File: src/rtl/spi_sclk_seq_if.sv
// spi_sclk_seq_if: bundle for the SPI SCLK/CS sequencer.
//   Inputs  (controller -> sequencer): start_i, cpol_i, cpha_i, div_cfg_i, len_cfg_i,
//                                      lead_cfg_i, lag_cfg_i, hold_i (SPI_SCLK_HOLD_EN only)
//   Outputs (sequencer -> shifter/ctrl): sclk_o, cs_n_o, sample_stb_o, shift_stb_o, busy_o,
//                                        done_o
//   Modports: slave (the sequencer), master (whoever drives the request/config side).
interface spi_sclk_seq_if #(
    parameter int unsigned DIV_W = 16,
    parameter int unsigned LEN_W = 6,
    parameter int unsigned DLY_W = 4
);
    logic             start_i;
    logic             cpol_i;
    logic             cpha_i;
    logic [DIV_W-1:0] div_cfg_i;
    logic [LEN_W-1:0] len_cfg_i;
    logic [DLY_W-1:0] lead_cfg_i;
    logic [DLY_W-1:0] lag_cfg_i;
`ifdef SPI_SCLK_HOLD_EN
    logic             hold_i;
`endif
    logic             sclk_o;
    logic             cs_n_o;
    logic             sample_stb_o;
    logic             shift_stb_o;
    logic             busy_o;
    logic             done_o;

    modport slave (
`ifdef SPI_SCLK_HOLD_EN
        input  hold_i,
`endif
        input  start_i, cpol_i, cpha_i, div_cfg_i, len_cfg_i, lead_cfg_i, lag_cfg_i,
        output sclk_o, cs_n_o, sample_stb_o, shift_stb_o, busy_o, done_o
    );

    modport master (
`ifdef SPI_SCLK_HOLD_EN
        output hold_i,
`endif
        output start_i, cpol_i, cpha_i, div_cfg_i, len_cfg_i, lead_cfg_i, lag_cfg_i,
        input  sclk_o, cs_n_o, sample_stb_o, shift_stb_o, busy_o, done_o
    );
endinterface

File: src/rtl/spi_sclk_seq.sv
// spi_sclk_seq: SPI serial-clock / chip-select sequencer, one frame per accepted start.
//   clk    : system clock
//   rst_n  : synchronous active-low reset
//   bus    : spi_sclk_seq_if.slave -- start/config in; sclk, cs_n, sample/shift strobes,
//            busy and done out (all outputs registered)
// Optional macro SPI_SCLK_HOLD_EN adds bus.hold_i: stalls RUN between bits.
module spi_sclk_seq #(
    parameter int unsigned DIV_W = 16,
    parameter int unsigned LEN_W = 6,
    parameter int unsigned DLY_W = 4
) (
    input  logic          clk,
    input  logic          rst_n,
    spi_sclk_seq_if.slave bus
);
    // Edge counter must reach 2^(LEN_W+1).
    localparam int unsigned EW = LEN_W + 2;

    typedef enum logic [1:0] {StIdle, StLead, StRun, StLag} state_e;

    state_e           state_q, state_d;
    logic             cpol_q, cpol_d, cpha_q, cpha_d;
    logic [DIV_W-1:0] div_q, div_d, div_cnt_q, div_cnt_d;
    logic [LEN_W-1:0] len_q, len_d;
    logic [DLY_W-1:0] lead_q, lead_d, lag_q, lag_d, dly_cnt_q, dly_cnt_d;
    logic [EW-1:0]    edge_cnt_q, edge_cnt_d;
    logic             sclk_q, sclk_d, cs_n_q, cs_n_d, busy_q, busy_d, done_q, done_d;
    logic             sample_q, sample_d, shift_q, shift_d;

    logic [EW-1:0]    edge_total, edge_num;
    logic             run_hold;

    assign edge_total = (EW'(len_q) + EW'(1)) << 1;
    assign edge_num   = edge_cnt_q + EW'(1);

`ifdef SPI_SCLK_HOLD_EN
    // Only honoured between bits: next edge is leading and the frame is not finished.
    assign run_hold = bus.hold_i && !edge_cnt_q[0] && (edge_cnt_q != edge_total);
`else
    assign run_hold = 1'b0;
`endif

    always_comb begin
        state_d    = state_q;
        cpol_d     = cpol_q;
        cpha_d     = cpha_q;
        div_d      = div_q;
        len_d      = len_q;
        lead_d     = lead_q;
        lag_d      = lag_q;
        div_cnt_d  = div_cnt_q;
        dly_cnt_d  = dly_cnt_q;
        edge_cnt_d = edge_cnt_q;
        sclk_d     = sclk_q;
        cs_n_d     = cs_n_q;
        busy_d     = busy_q;
        done_d     = 1'b0;
        sample_d   = 1'b0;
        shift_d    = 1'b0;

        unique case (state_q)
            StIdle: begin
                sclk_d = bus.cpol_i;
                cs_n_d = 1'b1;
                busy_d = 1'b0;
                // A start coinciding with the done pulse is dropped.
                if (bus.start_i && !done_q) begin
                    cpol_d     = bus.cpol_i;
                    cpha_d     = bus.cpha_i;
                    div_d      = bus.div_cfg_i;
                    len_d      = bus.len_cfg_i;
                    lead_d     = bus.lead_cfg_i;
                    lag_d      = bus.lag_cfg_i;
                    dly_cnt_d  = '0;
                    div_cnt_d  = '0;
                    edge_cnt_d = '0;
                    cs_n_d     = 1'b0;
                    busy_d     = 1'b1;
                    state_d    = StLead;
                end
            end
            StLead: begin
                if (dly_cnt_q == lead_q) begin
                    div_cnt_d  = '0;
                    edge_cnt_d = '0;
                    state_d    = StRun;
                end else begin
                    dly_cnt_d = dly_cnt_q + 1'b1;
                end
            end
            StRun: begin
                // One settling cycle after the final edge before LAG starts counting.
                if (edge_cnt_q == edge_total) begin
                    dly_cnt_d = '0;
                    state_d   = StLag;
                end else if (!run_hold) begin
                    // Compare before incrementing so div_q = all-ones needs no extra bit.
                    if (div_cnt_q == div_q) begin
                        div_cnt_d  = '0;
                        sclk_d     = ~sclk_q;
                        edge_cnt_d = edge_num;
                        if (edge_num[0]) begin
                            if (cpha_q) shift_d = 1'b1;
                            else        sample_d = 1'b1;
                        end else begin
                            if (cpha_q)                       sample_d = 1'b1;
                            else if (edge_num != edge_total)  shift_d  = 1'b1;
                        end
                    end else begin
                        div_cnt_d = div_cnt_q + 1'b1;
                    end
                end
            end
            StLag: begin
                if (dly_cnt_q == lag_q) begin
                    cs_n_d  = 1'b1;
                    busy_d  = 1'b0;
                    done_d  = 1'b1;
                    state_d = StIdle;
                end else begin
                    dly_cnt_d = dly_cnt_q + 1'b1;
                end
            end
            default: state_d = StIdle;
        endcase
    end

    always_ff @(posedge clk) begin
        if (!rst_n) begin
            state_q    <= StIdle;
            cpol_q     <= 1'b0;
            cpha_q     <= 1'b0;
            div_q      <= '0;
            len_q      <= '0;
            lead_q     <= '0;
            lag_q      <= '0;
            div_cnt_q  <= '0;
            dly_cnt_q  <= '0;
            edge_cnt_q <= '0;
            sclk_q     <= bus.cpol_i;
            cs_n_q     <= 1'b1;
            busy_q     <= 1'b0;
            done_q     <= 1'b0;
            sample_q   <= 1'b0;
            shift_q    <= 1'b0;
        end else begin
            state_q    <= state_d;
            cpol_q     <= cpol_d;
            cpha_q     <= cpha_d;
            div_q      <= div_d;
            len_q      <= len_d;
            lead_q     <= lead_d;
            lag_q      <= lag_d;
            div_cnt_q  <= div_cnt_d;
            dly_cnt_q  <= dly_cnt_d;
            edge_cnt_q <= edge_cnt_d;
            sclk_q     <= sclk_d;
            cs_n_q     <= cs_n_d;
            busy_q     <= busy_d;
            done_q     <= done_d;
            sample_q   <= sample_d;
            shift_q    <= shift_d;
        end
    end

    assign bus.sclk_o       = sclk_q;
    assign bus.cs_n_o       = cs_n_q;
    assign bus.sample_stb_o = sample_q;
    assign bus.shift_stb_o  = shift_q;
    assign bus.busy_o       = busy_q;
    assign bus.done_o       = done_q;
endmodule

File: src/flat_wrapper.sv
// flat-port wrapper written by rule: the top's interface ports become plain ports
module spi_sclk_seq_flat 
#(
    parameter int unsigned DIV_W = 16,
    parameter int unsigned LEN_W = 6,
    parameter int unsigned DLY_W = 4
)
  (clk, rst_n, bus_start_i, bus_cpol_i, bus_cpha_i, bus_div_cfg_i, bus_len_cfg_i, bus_lead_cfg_i, bus_lag_cfg_i, bus_sclk_o, bus_cs_n_o, bus_sample_stb_o, bus_shift_stb_o, bus_busy_o, bus_done_o);
  spi_sclk_seq_if #(.DIV_W(DIV_W), .LEN_W(LEN_W), .DLY_W(DLY_W)) bus_i ();
  input  logic clk;
  input  logic rst_n;
  input wire logic [$bits(bus_i.start_i)-1:0] bus_start_i;
  input wire logic [$bits(bus_i.cpol_i)-1:0] bus_cpol_i;
  input wire logic [$bits(bus_i.cpha_i)-1:0] bus_cpha_i;
  input wire logic [$bits(bus_i.div_cfg_i)-1:0] bus_div_cfg_i;
  input wire logic [$bits(bus_i.len_cfg_i)-1:0] bus_len_cfg_i;
  input wire logic [$bits(bus_i.lead_cfg_i)-1:0] bus_lead_cfg_i;
  input wire logic [$bits(bus_i.lag_cfg_i)-1:0] bus_lag_cfg_i;
  output wire logic [$bits(bus_i.sclk_o)-1:0] bus_sclk_o;
  output wire logic [$bits(bus_i.cs_n_o)-1:0] bus_cs_n_o;
  output wire logic [$bits(bus_i.sample_stb_o)-1:0] bus_sample_stb_o;
  output wire logic [$bits(bus_i.shift_stb_o)-1:0] bus_shift_stb_o;
  output wire logic [$bits(bus_i.busy_o)-1:0] bus_busy_o;
  output wire logic [$bits(bus_i.done_o)-1:0] bus_done_o;
  assign bus_i.start_i = bus_start_i;
  assign bus_i.cpol_i = bus_cpol_i;
  assign bus_i.cpha_i = bus_cpha_i;
  assign bus_i.div_cfg_i = bus_div_cfg_i;
  assign bus_i.len_cfg_i = bus_len_cfg_i;
  assign bus_i.lead_cfg_i = bus_lead_cfg_i;
  assign bus_i.lag_cfg_i = bus_lag_cfg_i;
  assign bus_sclk_o = bus_i.sclk_o;
  assign bus_cs_n_o = bus_i.cs_n_o;
  assign bus_sample_stb_o = bus_i.sample_stb_o;
  assign bus_shift_stb_o = bus_i.shift_stb_o;
  assign bus_busy_o = bus_i.busy_o;
  assign bus_done_o = bus_i.done_o;
  spi_sclk_seq #(.DIV_W(DIV_W), .LEN_W(LEN_W), .DLY_W(DLY_W)) u_core (.clk(clk), .rst_n(rst_n), .bus(bus_i));
endmodule
File: config.mk
export PLATFORM = sky130hd
export DESIGN_NAME = spi_sclk_seq_flat
export DESIGN_NICKNAME = d
export VERILOG_FILES = /design/src/rtl/spi_sclk_seq_if.sv /design/src/rtl/spi_sclk_seq.sv /design/src/flat_wrapper.sv
export SDC_FILE = /design/constraint.sdc
export NUM_CORES = 1
export LEC_CHECK = 0
export BUFFER_PORTS_ARGS = -buffer_cell sky130_fd_sc_hd__buf_2
export CORE_MARGIN = 2
export CORE_UTILIZATION = 55
export CTS_BUF_LIST = sky130_fd_sc_hd__clkbuf_8
export CTS_CLUSTER_SIZE = 10
export DETAILED_ROUTE_END_ITERATION = 10
export GPL_ROUTABILITY_DRIVEN = 0
export PLACE_DENSITY = 0.76
export SYNTH_ARGS = -nofsm -noshare
export SYNTH_HDL_FRONTEND = slang
export SYNTH_SLANG_ARGS = --single-unit
File: constraint.sdc
create_clock -name clk -period 6 [get_ports clk]
set_input_delay 0.3 -clock clk [delete_from_list [all_inputs] [get_ports clk]]
set_output_delay 0.3 -clock clk [all_outputs]
set_load 0.01 [all_outputs]
# Yosys cells after proc, flatten, opt, wreduce, memory -nomap -nowiden
# Index checks and enable logic that the tools add are counted.
# classes
n_mux,37
bitwise_logic,4
add_sub_neg,4
n_reduce_logical,14
eq_ne,19
# ops
op,n
16-bit 2-to-1 mux,4
16-bit one-hot mux with 3 select lines,1
8-bit 2-to-1 mux,4
8-bit one-hot mux with 3 select lines,1
"16-bit by 1-bit adder with 16-bit output, second input constant",1
16-bit equality test,1
4-bit 2-to-1 mux,4
4-bit one-hot mux with 4 select lines,1
1-bit 2-to-1 mux,14
4-bit AND reduction,3
"2-bit by 1-bit inequality test with 1-bit output, second input constant",5
"8-bit by 1-bit adder with 8-bit output, second input constant",1
4-bit equality test,2
8-bit equality test,1
2-bit 2-to-1 mux,4
8-bit inequality test,1
2-bit one-hot mux with 4 select lines,1
"6-bit by 1-bit adder with 7-bit output, second input constant",1
"2-bit inequality test, second input constant",3
1-bit one-hot mux with 2 select lines,3
2-bit AND reduction,3
5-bit AND reduction,1
"4-bit by 1-bit adder with 4-bit output, second input constant",1
"2-bit equality test, second input constant",2
other kinds (12),15
# totals
out_inout_bits,6
elab_cells,93
regBits,67
in_bits,35

# Logic depth before layout (Yosys ltp)
# logic_depth
ltp_word,5
mapped_depth,9

# Worst setup path before layout
# Ideal clock, no wire load.
# synth_path
path_kind,register to register
start,register u_core.len_q[0]
end,register u_core.div_cnt_q[13]
stages_incl_launch_ff,10
path_buffers,2
setup_time_ns,0.071
arrival_ns,2.155
setup_slack_ns,3.774
synth_period_minus_slack_ns,2.226
cell_sequence,dfxtp_1 ha_1 nand2_1 or3_1 and4_4 buf_6 and3_1 buf_6 or4_1 a21oi_1
# synth_via
elab_chain_len,4
# synth_rtl
item,line,text
"start, declared",spi_sclk_seq.sv:24,"logic [LEN_W-1:0] len_q, len_d;"
"start signal, assigned",spi_sclk_seq.sv:151,len_q <= len_d;
6-bit by 1-bit adder with 7-bit output,spi_sclk_seq.sv:33,assign edge_total = (EW'(len_q) + EW'(1)) << 1;
8-bit equality test,spi_sclk_seq.sv:93,if (edge_cnt_q == edge_total) begin
2-bit inequality test (no source line),--,
4-bit AND reduction (no source line),--,
"end signal, assigned",spi_sclk_seq.sv:154,div_cnt_q <= div_cnt_d;
"end, declared",spi_sclk_seq.sv:23,"logic [DIV_W-1:0] div_q, div_d, div_cnt_q, div_cnt_d;"
# Every way passes these cells.
# A chain may end at the register's enable or synchronous reset.

# Final worst setup path
# layout_path
start,register u_core.state_q[0]
end,register u_core.div_cnt_q[8]
# layout_via
elab_chain_len,3
# layout_rtl
item,line,text
"start, declared",spi_sclk_seq.sv:21,"state_e state_q, state_d;"
"start signal, assigned",spi_sclk_seq.sv:130,state_q <= StIdle;
"start signal, assigned",spi_sclk_seq.sv:147,state_q <= state_d;
2-bit equality test (tied with other cells),spi_sclk_seq.sv:61,unique case (state_q)
2-bit inequality test (no source line) (tied with other cells),--,
4-bit AND reduction (no source line),--,
# Parallel ways exist; a longest one is shown, timed or not.

==> flow_summary.ini <==
[status]
status = finished, final reports clean

[yosys]
synth-edff-count = 1
syn-num-nets = 478
syn_area_per_cell_sq_um = 8.18
synthCells = 435
synth_cell_types = 54
ys_seq_area_share_pct = 38.0
synthFlopType = dfxtp_1
synthesis.area_sq_um = 3560
async_reset_ff_share_pct = 0
ys_ff_latch = 67
ys_warn_count = 0

[setup_path]
worstRegToRegCells = 7
critPathLaunchType = flop
critical_path_class = flop to flop
critPathArrivalTime_ns = 2.79
endpoint = u_core.div_cnt_q[8]
timing.rr.start = u_core.state_q[0]
critPathMaxFanout = 19
critPathCaptureType = flop
r2r_slack_ns = 3.49
r2r_end = u_core.div_cnt_q[8]
required_ns = 6.28
setup.worst_path.start = u_core.state_q[0]

[floorplanning]
rows = 29
fp.dieW_um = 84.4
die_h_um = 84.4
die-area_sq_um = 7130
pin_count = 41
fp.coreArea_sq_um = 6310
start_util_pct = 56.3

[min_path]
hp-class = primary input to flop

[grt]
grt_overflow_total = 0
grt_start_max_net_pins = 40
antenna_found_initial = 0
track_usage_pct = 24.1
grt_pass1_wl_um = 14000
grt_pass1_vias = 3131

[final_layout]
fillers = 564
layout-drive-gt1-share_pct = 14.6
multi_input_area_sq_um = 2070
area_growth_pct = 12.5
seq_area_sq_um = 1350
mostFrequentLayoutCells = nand2_1 (87), dfxtp_1 (66), a21oi_1 (44)
layoutNonFillerInstCount = 549
fin_util_pct = 63.4
layout_commonest_cell = nand2_1
diodes = 0
nets = 510

[clock_network]
cts_setup_buffers = 0
holdBufCountCts = 0
clk-insertion-delay-late_ns = 0.34
post_cts_resize_count = 0
path_clk_slew_ns = 0.08
htree_levels = 3
cts_buffer_depth = 2
cts_inserted_buffers = 9
cts_tree = built
cts_root_buffer = clkbuf_8
cts.sinks = 67

[placed_design]
hpwl_um = 5900
port_buffers = 40
dpl.cell_count = 533
dpl_worst_slack_ns = 3.55

[timing]
fin_skew_ns = 0.0120
slew_violations = 0
hold_viol = 0
setup-violations-final = 0
max_freq_ghz = 0.398
period_share_pct = 41.8
rsz0062_at_grt = false
maxSlewHeadroom_pct = 20.3
setup_slack_ns = 3.49
period_needed_ns = 2.51
setup_tns_ns = 0
worstMarginPinSlew_ns = 1.19
whs_ns = 0.187

[drt]
wl_per_cell_um = 15.0
drt-initial-drc-count = 227
ant_nets = 0
routed_via_density = 5.79
drt_wl_total_um = 8220
vias = 3177
route.detailed.drc = 0
dr.pass1.iters = 5

[pwr]
p_seq_share_pct = 37.9
p_switching_uw = 557
clkPwrFrac_pct = 28.4
netSwitchingFraction_pct = 37.7
p_leak_nw = 1.57
p_comb_share_pct = 33.7
p_int_uw = 921
ir_drop_mv = 0.210
power_density_nw_per_um2 = 369

[run]
drv_cap = 0
cell usage after synthesis, types with 4 or more instances:
library cell	number	area, sq um
nand3_1	18	90.1
xnor2_1	18	158
and3_1	7	43.8
o41ai_1	4	35.0
or3_1	8	50.1
nor4_1	7	43.8
o21ai_0	16	80.1
nand4_1	5	31.3
nand2_1	87	327
nor2_1	11	41.3
ha_1	8	100
inv_1	12	45.0
a21oi_1	44	220
dfxtp_1	66	1320
nor3_1	11	55.1
clkbuf_1	17	63.8
xor2_1	28	245
o221a_1	6	67.6
power by group through the flow:
stage	clock, mW	combinational [mW]	sequential (mW)
floorplan	0	0.387	0.556
global placement	0	0.480	0.566
detailed placement	0	0.491	0.569
CTS	0.427	0.494	0.559
global route	0.450	0.557	0.567
finish	0.420	0.498	0.560
critical path: stages, from the launching register on:
cell,delay (ns)
dfxtp_1,0.42
inv_1,0.12
ha_1,0.23
and2_0,0.21
or3_1,0.64
a31o_4,0.35
nor4_2,0.27
o221a_1,0.20
worst min path at each step:
stage / from / end / slack [ns] / depth (start not counted)
global placement: u_core.bus.cs_n_o / u_core.bus.cs_n_o / 0.46 / 2
floorplan: bus_div_cfg_i[0] / u_core.div_q[0] / 0.44 / 2
detailed placement: u_core.bus.cs_n_o / u_core.bus.cs_n_o / 0.45 / 2
global route: bus_lag_cfg_i[3] / u_core.lag_q[3] / 0.17 / 3
finish: bus_lag_cfg_i[2] / u_core.lag_q[2] / 0.19 / 3
CTS: bus_lag_cfg_i[2] / u_core.lag_q[2] / 0.17 / 3
stage by stage:
step                power [mW]  area [sq um]
floorplan                0.943          3560
global placement          1.05          3770
detailed placement        1.06          3770
CTS                       1.48          4000
global route              1.57          4000
finish                    1.48          4000
state kept, by name, indices dropped and copies added, names as in the netlist, 2 cells and up:
signal	flops
u_core.div_q	16
u_core.lead_q	4
u_core.lag_q	4
u_core.edge_cnt_q	8
u_core.state_q	2
u_core.dly_cnt_q	4
u_core.len_q	6
u_core.div_cnt_q	16
per-layer routing:
layer	track usage [%]	part of all wire (%)	vias up
met5	0	0	-
met4	9.67	1.4	0
met3	5.21	4.1	12
met2	41.1	49	81
met1	29.8	45	1480
li1	-	-	1604
kinds of logic (layout without fill, tap and decap cells):
kind of cell,after synthesis,count (layout),share of synthesized area (%)
AOI/OAI and AO/OA,103,103,19.2
xor gates and xnor gates,46,46,11.3
adders and majority gates,8,8,2.81
DFF,67,67,38.0
muxes,3,3,0.844
and+or+nand+nor,175,175,23.8
buffers and inverters,33,70,3.97
cell type report:
cell class / count / share of cell area (%)
clock inverters: 6 / 2.22
multi-input cells: 335 / 51.7
well taps: 77 / 2.41
inverters: 12 / 1.13
clock buffers: 10 / 3.44
flip-flops and latches: 67 / 33.8
repair buffers: 42 / 5.38
Note: power is estimated with default switching activity, not from simulation.
